===== config.mk =====
export PLATFORM = sky130hd
export DESIGN_NAME = ysyx_22050854_fetch_ctrl
export DESIGN_NICKNAME = d
export VERILOG_FILES = /design/src/rtl/ysyx_22050854_fetch_pkg.sv /design/src/rtl/ysyx_22050854_evt_cnt.sv /design/src/rtl/ysyx_22050854_fetch_ctrl.sv
export SDC_FILE = /design/constraint.sdc
export NUM_CORES = 1
export LEC_CHECK = 0
export CAP_MARGIN = 20
export CORE_MARGIN = 5
export CORE_UTILIZATION = 49
export DETAILED_ROUTE_END_ITERATION = 12
export GPL_ROUTABILITY_DRIVEN = 0
export PLACE_DENSITY = 0.86
export SLEW_MARGIN = 15
export SYNTH_ARGS = -nofsm -noshare
export SYNTH_HDL_FRONTEND = slang
export SYNTH_HIERARCHICAL = 1
export SYNTH_SLANG_ARGS = --single-unit
export TNS_END_PERCENT = 20

===== constraint.sdc =====
create_clock -name clock -period 9.26 [get_ports clock]
set_input_delay 1.852 -clock clock [delete_from_list [all_inputs] [get_ports clock]]
set_output_delay 1.852 -clock clock [all_outputs]
set_load 0.01 [all_outputs]

===== src/rtl/ysyx_22050854_fetch_pkg.sv =====
// Shared types and constants for the instruction-fetch sequencer.
package ysyx_22050854_fetch_pkg;

   localparam int          INST_W           = 32;
   localparam logic [31:0] RESET_PC_DEFAULT = 32'h8000_0000;

   // Fetch sequencer phases: issue request, await response, present IF/ID slot.
   typedef enum logic [1:0] {
      S_REQ  = 2'd0,
      S_WAIT = 2'd1,
      S_OUT  = 2'd2
   } fetch_state_e;

endpackage


===== src/rtl/ysyx_22050854_evt_cnt.sv =====
// Wrapping event counter with asynchronous active-high reset.
module ysyx_22050854_evt_cnt #(
   parameter int W = 32
) (
   input  logic         clock,
   input  logic         reset,
   input  logic         inc,
   output logic [W-1:0] count
);

   logic [W-1:0] count_q;
   logic [W-1:0] count_d;

   // Next count: add one on each event, wrapping silently.
   always_comb begin
      count_d = count_q;
      if (inc) begin
         count_d = count_q + {{(W-1){1'b0}}, 1'b1};
      end
   end

   // Count register.
   always_ff @(posedge clock or posedge reset) begin
      if (reset) begin
         count_q <= '0;
      end else begin
         count_q <= count_d;
      end
   end

   assign count = count_q;

endmodule


===== src/rtl/ysyx_22050854_fetch_ctrl.sv =====
// Instruction-fetch sequencer: one outstanding imem request at a time,
// IF/ID output slot, redirect handling with wrong-path response squashing.
module ysyx_22050854_fetch_ctrl
   import ysyx_22050854_fetch_pkg::*;
#(
   parameter logic [31:0] RESET_PC = RESET_PC_DEFAULT
) (
   input  logic              clock,
   input  logic              reset,
   input  logic              redirect_valid,
   input  logic [31:0]       redirect_pc,
   input  logic              id_ready,
   output logic              imem_req_valid,
   output logic [31:0]       imem_req_addr,
   input  logic              imem_req_ready,
   input  logic              imem_resp_valid,
   input  logic [INST_W-1:0] imem_resp_data,
   output logic              if_valid,
   output logic [31:0]       if_pc,
   output logic [INST_W-1:0] if_inst,
   output logic [31:0]       fetch_pc,
   output logic [31:0]       fetch_cnt,
   output logic [31:0]       kill_cnt
);

   fetch_state_e      state_q, state_d;
   logic [31:0]       fetch_pc_q, fetch_pc_d;
   logic              kill_q, kill_d;
   logic              if_valid_q, if_valid_d;
   logic [31:0]       if_pc_q, if_pc_d;
   logic [INST_W-1:0] if_inst_q, if_inst_d;
   logic              fetch_inc;
   logic              kill_inc;
   logic              req_fire;

   // Request outputs decode only state and the fetch PC register.
   assign imem_req_valid = (state_q == S_REQ);
   assign imem_req_addr  = fetch_pc_q;
   assign req_fire       = imem_req_valid & imem_req_ready;

   // Next-state logic; a redirect overrides the fetch PC in every state.
   always_comb begin
      state_d    = state_q;
      fetch_pc_d = fetch_pc_q;
      kill_d     = kill_q;
      if_valid_d = if_valid_q;
      if_pc_d    = if_pc_q;
      if_inst_d  = if_inst_q;
      fetch_inc  = 1'b0;
      kill_inc   = 1'b0;
      case (state_q)
         S_REQ: begin
            if (req_fire) begin
               fetch_inc = 1'b1;
               state_d   = S_WAIT;
               // The request just accepted targets the old path.
               if (redirect_valid) begin
                  kill_d = 1'b1;
               end
            end
         end
         S_WAIT: begin
            if (imem_resp_valid) begin
               if (kill_q || redirect_valid) begin
                  kill_inc = 1'b1;
                  kill_d   = 1'b0;
                  state_d  = S_REQ;
               end else begin
                  if_inst_d  = imem_resp_data;
                  if_pc_d    = fetch_pc_q;
                  if_valid_d = 1'b1;
                  fetch_pc_d = fetch_pc_q + 32'd4;
                  state_d    = S_OUT;
               end
            end else if (redirect_valid) begin
               kill_d = 1'b1;
            end
         end
         S_OUT: begin
            // A redirect makes the held slot wrong-path, so drop it too.
            if (id_ready || redirect_valid) begin
               if_valid_d = 1'b0;
               state_d    = S_REQ;
            end
         end
         default: begin
            state_d    = S_REQ;
            if_valid_d = 1'b0;
         end
      endcase
      if (redirect_valid) begin
         fetch_pc_d = redirect_pc & ~32'd3;
      end
   end

   // Sequencer state and IF/ID slot registers.
   always_ff @(posedge clock or posedge reset) begin
      if (reset) begin
         state_q    <= S_REQ;
         fetch_pc_q <= RESET_PC;
         kill_q     <= 1'b0;
         if_valid_q <= 1'b0;
         if_pc_q    <= '0;
         if_inst_q  <= '0;
      end else begin
         state_q    <= state_d;
         fetch_pc_q <= fetch_pc_d;
         kill_q     <= kill_d;
         if_valid_q <= if_valid_d;
         if_pc_q    <= if_pc_d;
         if_inst_q  <= if_inst_d;
      end
   end

   ysyx_22050854_evt_cnt #(.W(32)) u_fetch_cnt (
      .clock (clock),
      .reset (reset),
      .inc   (fetch_inc),
      .count (fetch_cnt)
   );

   ysyx_22050854_evt_cnt #(.W(32)) u_kill_cnt (
      .clock (clock),
      .reset (reset),
      .inc   (kill_inc),
      .count (kill_cnt)
   );

   assign if_valid = if_valid_q;
   assign if_pc    = if_pc_q;
   assign if_inst  = if_inst_q;
   assign fetch_pc = fetch_pc_q;

endmodule


==> results.txt <==
The run finished with clean final reports. The cts-stage hold buffer count was 0; the share of flip-flops with an asynchronous set or reset after synthesis was 1.000. The routed layout has 5,924 vias.

The tools report the antenna diode count as 0. Counting along the longest clock path gives a buffer depth of 2. The core region is 15,150 µm². The die covers 18,020 µm².

The proportion of layout cells with a drive suffix above 1 came out at 0.1388. The pre-antenna-repair detailed-routing pass consisted of 5 iterations. The largest clock skew in the final design came out at 0.009046 ns. In the layout the commonest cells are clkdlybuf4s50_1, dfrtp_1, mux2_2. The relative slew slack is 0.3423, and the number of gates resized after CTS is 0.

For the max-cap violation count, the log shows 0. After technology mapping, the gate count stands at 652. The actual slew at the worst max-slew pin works out to 0.9855 ns.

The final max-slew violation count came out at 0. The tools report the initial core utilization as 0.4994. The tools report the total I/O pin count as 264. The cell accounting for the most synthesized area was dfrtp_1. Path class of the lowest-slack min-delay path: flop to flop. STA puts the critical path data required time at 9.55 ns. The finished layout holds 1,074 standard cells, fillers aside.

The total number of placement rows is 45, and the power per standard cell area is 229.3 nW/µm². The number of setup buffers added after CTS is 0. Once detailed placement completed, the half-perimeter wirelength came to 14,940 µm. The tools report the post-synthesis sequential area ratio as 0.5295. In this design, the critical path's most frequently occurring cell is nor2_1. The run gives 6,116 as the via count of the first global-routing pass.

The leading cell type in the layout, fill and taps excluded was clkdlybuf4s50_1. The largest driver fanout on the critical path is 41. The kind of capture point of the worst setup path is a flop.

IR analysis of the VDD net gives a maximum drop of 0.0001925 V. CTS placed an instance of clkbuf_16 at the clock tree root. The layer flagged by global routing as most heavily used is met2. Setup slack on the critical path of the routed design comes to 5.214 ns. The run gives 0.2932 as the met1 capacity usage during global routing. Nature of the critical path startpoint: a primary input.

The run gives 33,100 µm as the first-pass GRT wire length. The critical path goes through clkdlybuf4s50_1 > buf_4 > nor2_1 > nor2_1 > nand4_1 > nor4_1 > nand3_1 > xnor2_1. The filler cells instantiated in the layout total 1,092. In the final routed layout, each cell accounts on average for 19.19 µm. For this block, the routed nets add up to 20,610 µm of wire.

The final critical-path share of the clock period is 0.4369. The insertion delay to the later sink of the worst-skew pair was 0.41 ns. The synthesis-to-layout area growth works out to 39.97%. Counting distinct cell types in the post-synthesis netlist gives 54.

The pre-CTS setup slack is 4.806 ns. After the first detailed-routing iteration, the DRC count stood at 270. The total overflow left after global routing is 0. After clock tree synthesis, the clock-pin slew on the worst setup and hold paths is 0.06 ns. The number of cells after detailed placement is 1,047. At the worst endpoint, the arrival time is 4.34 ns. The detail route stage leaves a number of antenna-violating nets equal to 0.

The clock drives 160 sinks. The Yosys step of the flow raised 6 warnings. Buffers placed on the I/O ports in this run total 255. The slowest stage of the critical path belongs to the cell nor4_1. Setup repair after global routing left no endpoint under its margin.

For this run, the top clock speed supported by timing is 247.2 MHz. Yosys mapped a number of flops with a built-in enable equal to 0. Layout net count: 951. The die is 134.2 µm tall. Overall global routing resource usage: 0.2332.

The met2 layer usage reported by global route is 0.3916. The met3 capacity usage during global routing is 0.06414, and the per-instance average area after synthesis is 11.60 µm². Using the TritonRoute via totals, the vias-per-cell ratio works out to 5.516. Setup total negative slack on the finished layout was measured at 0 ns. Leakage power total: 0.004493 µW.

The initial antenna violation count came out at 0. The count of H-tree levels built during CTS came out at 4. The die outline width works out to 134.2 µm. The time the worst path needs with I/O delays and setup was 4.046 ns. The proportion of netlist area held by the largest area contributor works out to 0.5261. Ranked by total cell area, the synthesized netlist is headed by dfrtp_1, mux2_2, xor2_1. The final number of setup-violating endpoints is 0, and the number of synthesized register bits is 160. The cell area after synthesis came out at 7564 µm². In the routed design, unresolved DRC markers number 0. The final count of hold timing violations came out at 0.

TritonCTS created 17 clock buffers. TritonCTS built the clock tree. The classification of the worst setup path was primary input to flop.

The run gives 67 as the maximum number of pins on one net before global-route repair. For this run, the leading register cell type out of synthesis is dfrtp_1. The delay contributed by the slowest stage of the critical path works out to 0.56 ns.
[routing by layer]
layer,share of wire,wire length [µm],vias up
li1,-,-,2743
met1,0.40,8251,2931
met2,0.51,10480,220
met3,0.070,1453,30
met4,0.021,425,0
met5,0,0,-
[synthesized netlist by cell type, types with 3 or more instances]
cell	number
xnor2_1	33
nand2_1	55
o31ai_1	10
nand4_1	21
or4_1	17
and4_4	4
and4_1	8
nor2_1	27
buf_2	3
and4_2	4
mux2_2	61
buf_6	3
or3_1	4
clkbuf_1	15
o21ai_0	16
buf_4	37
and3_1	7
and2_1	7
dfrtp_1	159
a31oi_1	12
nand2b_1	3
ha_1	3
nor3_1	13
xor2_1	38
nand3_1	30
o211ai_1	6
or4_4	3
inv_1	11
nor4_1	10
[final timing paths]
check / start / cells past startpoint / slack, ns / to
max reg2reg: fetch_pc[2] / 5 / 6.80 / fetch_pc[26]
min reg2reg: u_fetch_cnt/count[31] / 1 / 0.47 / u_fetch_cnt/count[31]
min: u_fetch_cnt/count[31] / 1 / 0.47 / u_fetch_cnt/count[31]
max in group asynchronous: reset / 3 / 6.19 / fetch_pc[12]
max: redirect_valid / 8 / 5.21 / u_kill_cnt/count[27]
min in group asynchronous: reset / 2 / 1.87 / state_q[0]
[through the flow]
step	utilization	area, µm²	hold WS [ns]	power (µW)
2_1_floorplan	-	7582	0.5039	1302
3_3_place_gp	0.6629	10040	0.4562	1755
3_5_place_dp	0.6629	10040	0.4573	1780
4_1_cts	0.6990	10590	0.4694	2455
5_1_grt	0.6990	10590	0.5034	2550
6_report	0.6990	10590	0.4679	2428
[power breakdown]
group / leakage, µW / total (µW) / switching [µW] / internal [µW]
logic: 0.00222 / 758 / 293 / 464
clock network: 0.000265 / 662 / 260 / 402
registers: 0.00201 / 1010 / 136 / 872
total: 0.00449 / 2430 / 689 / 1740
[registers in the layout (all words and copies together), names as in the netlist]
signal and flops:
if_inst 32, u_fetch_cnt/count 32, u_kill_cnt/count 32, fetch_pc 30
if_pc 30, state_q 2, if_valid 1, kill_q 1
[cell type report]
cell class	instances	area, µm²	share of cell area
timing repair buffer	261	2597	0.2454
clock inverter	7	90.09	0.008510
tap	188	235.2	0.02222
clock buffer	20	456.7	0.04314
sequential	160	4005	0.3783
inverter	11	43.79	0.004137
multi-input combinational	427	3158	0.2983
[cells by family after synthesis]
family,count (synthesis),synth area share
AO/OA/AOI/OAI,51,0.04351
XOR/XNOR,72,0.08437
adder cells (fa/ha/maj),3,0.004963
buffers and inverters,70,0.05657
flip-flops,160,0.5295
multiplexers,63,0.09347
other,1,0.0004958
AND/OR/NAND/NOR,232,0.1871
[critical path, delay by kind of cell]
family,cells,cell delay (ns)
and+or+nand+nor,5,1.52
xor gates and xnor gates,1,0.16
buffers and inverters,2,0.80
No activity file was read; power rests on OpenSTA's default activity.
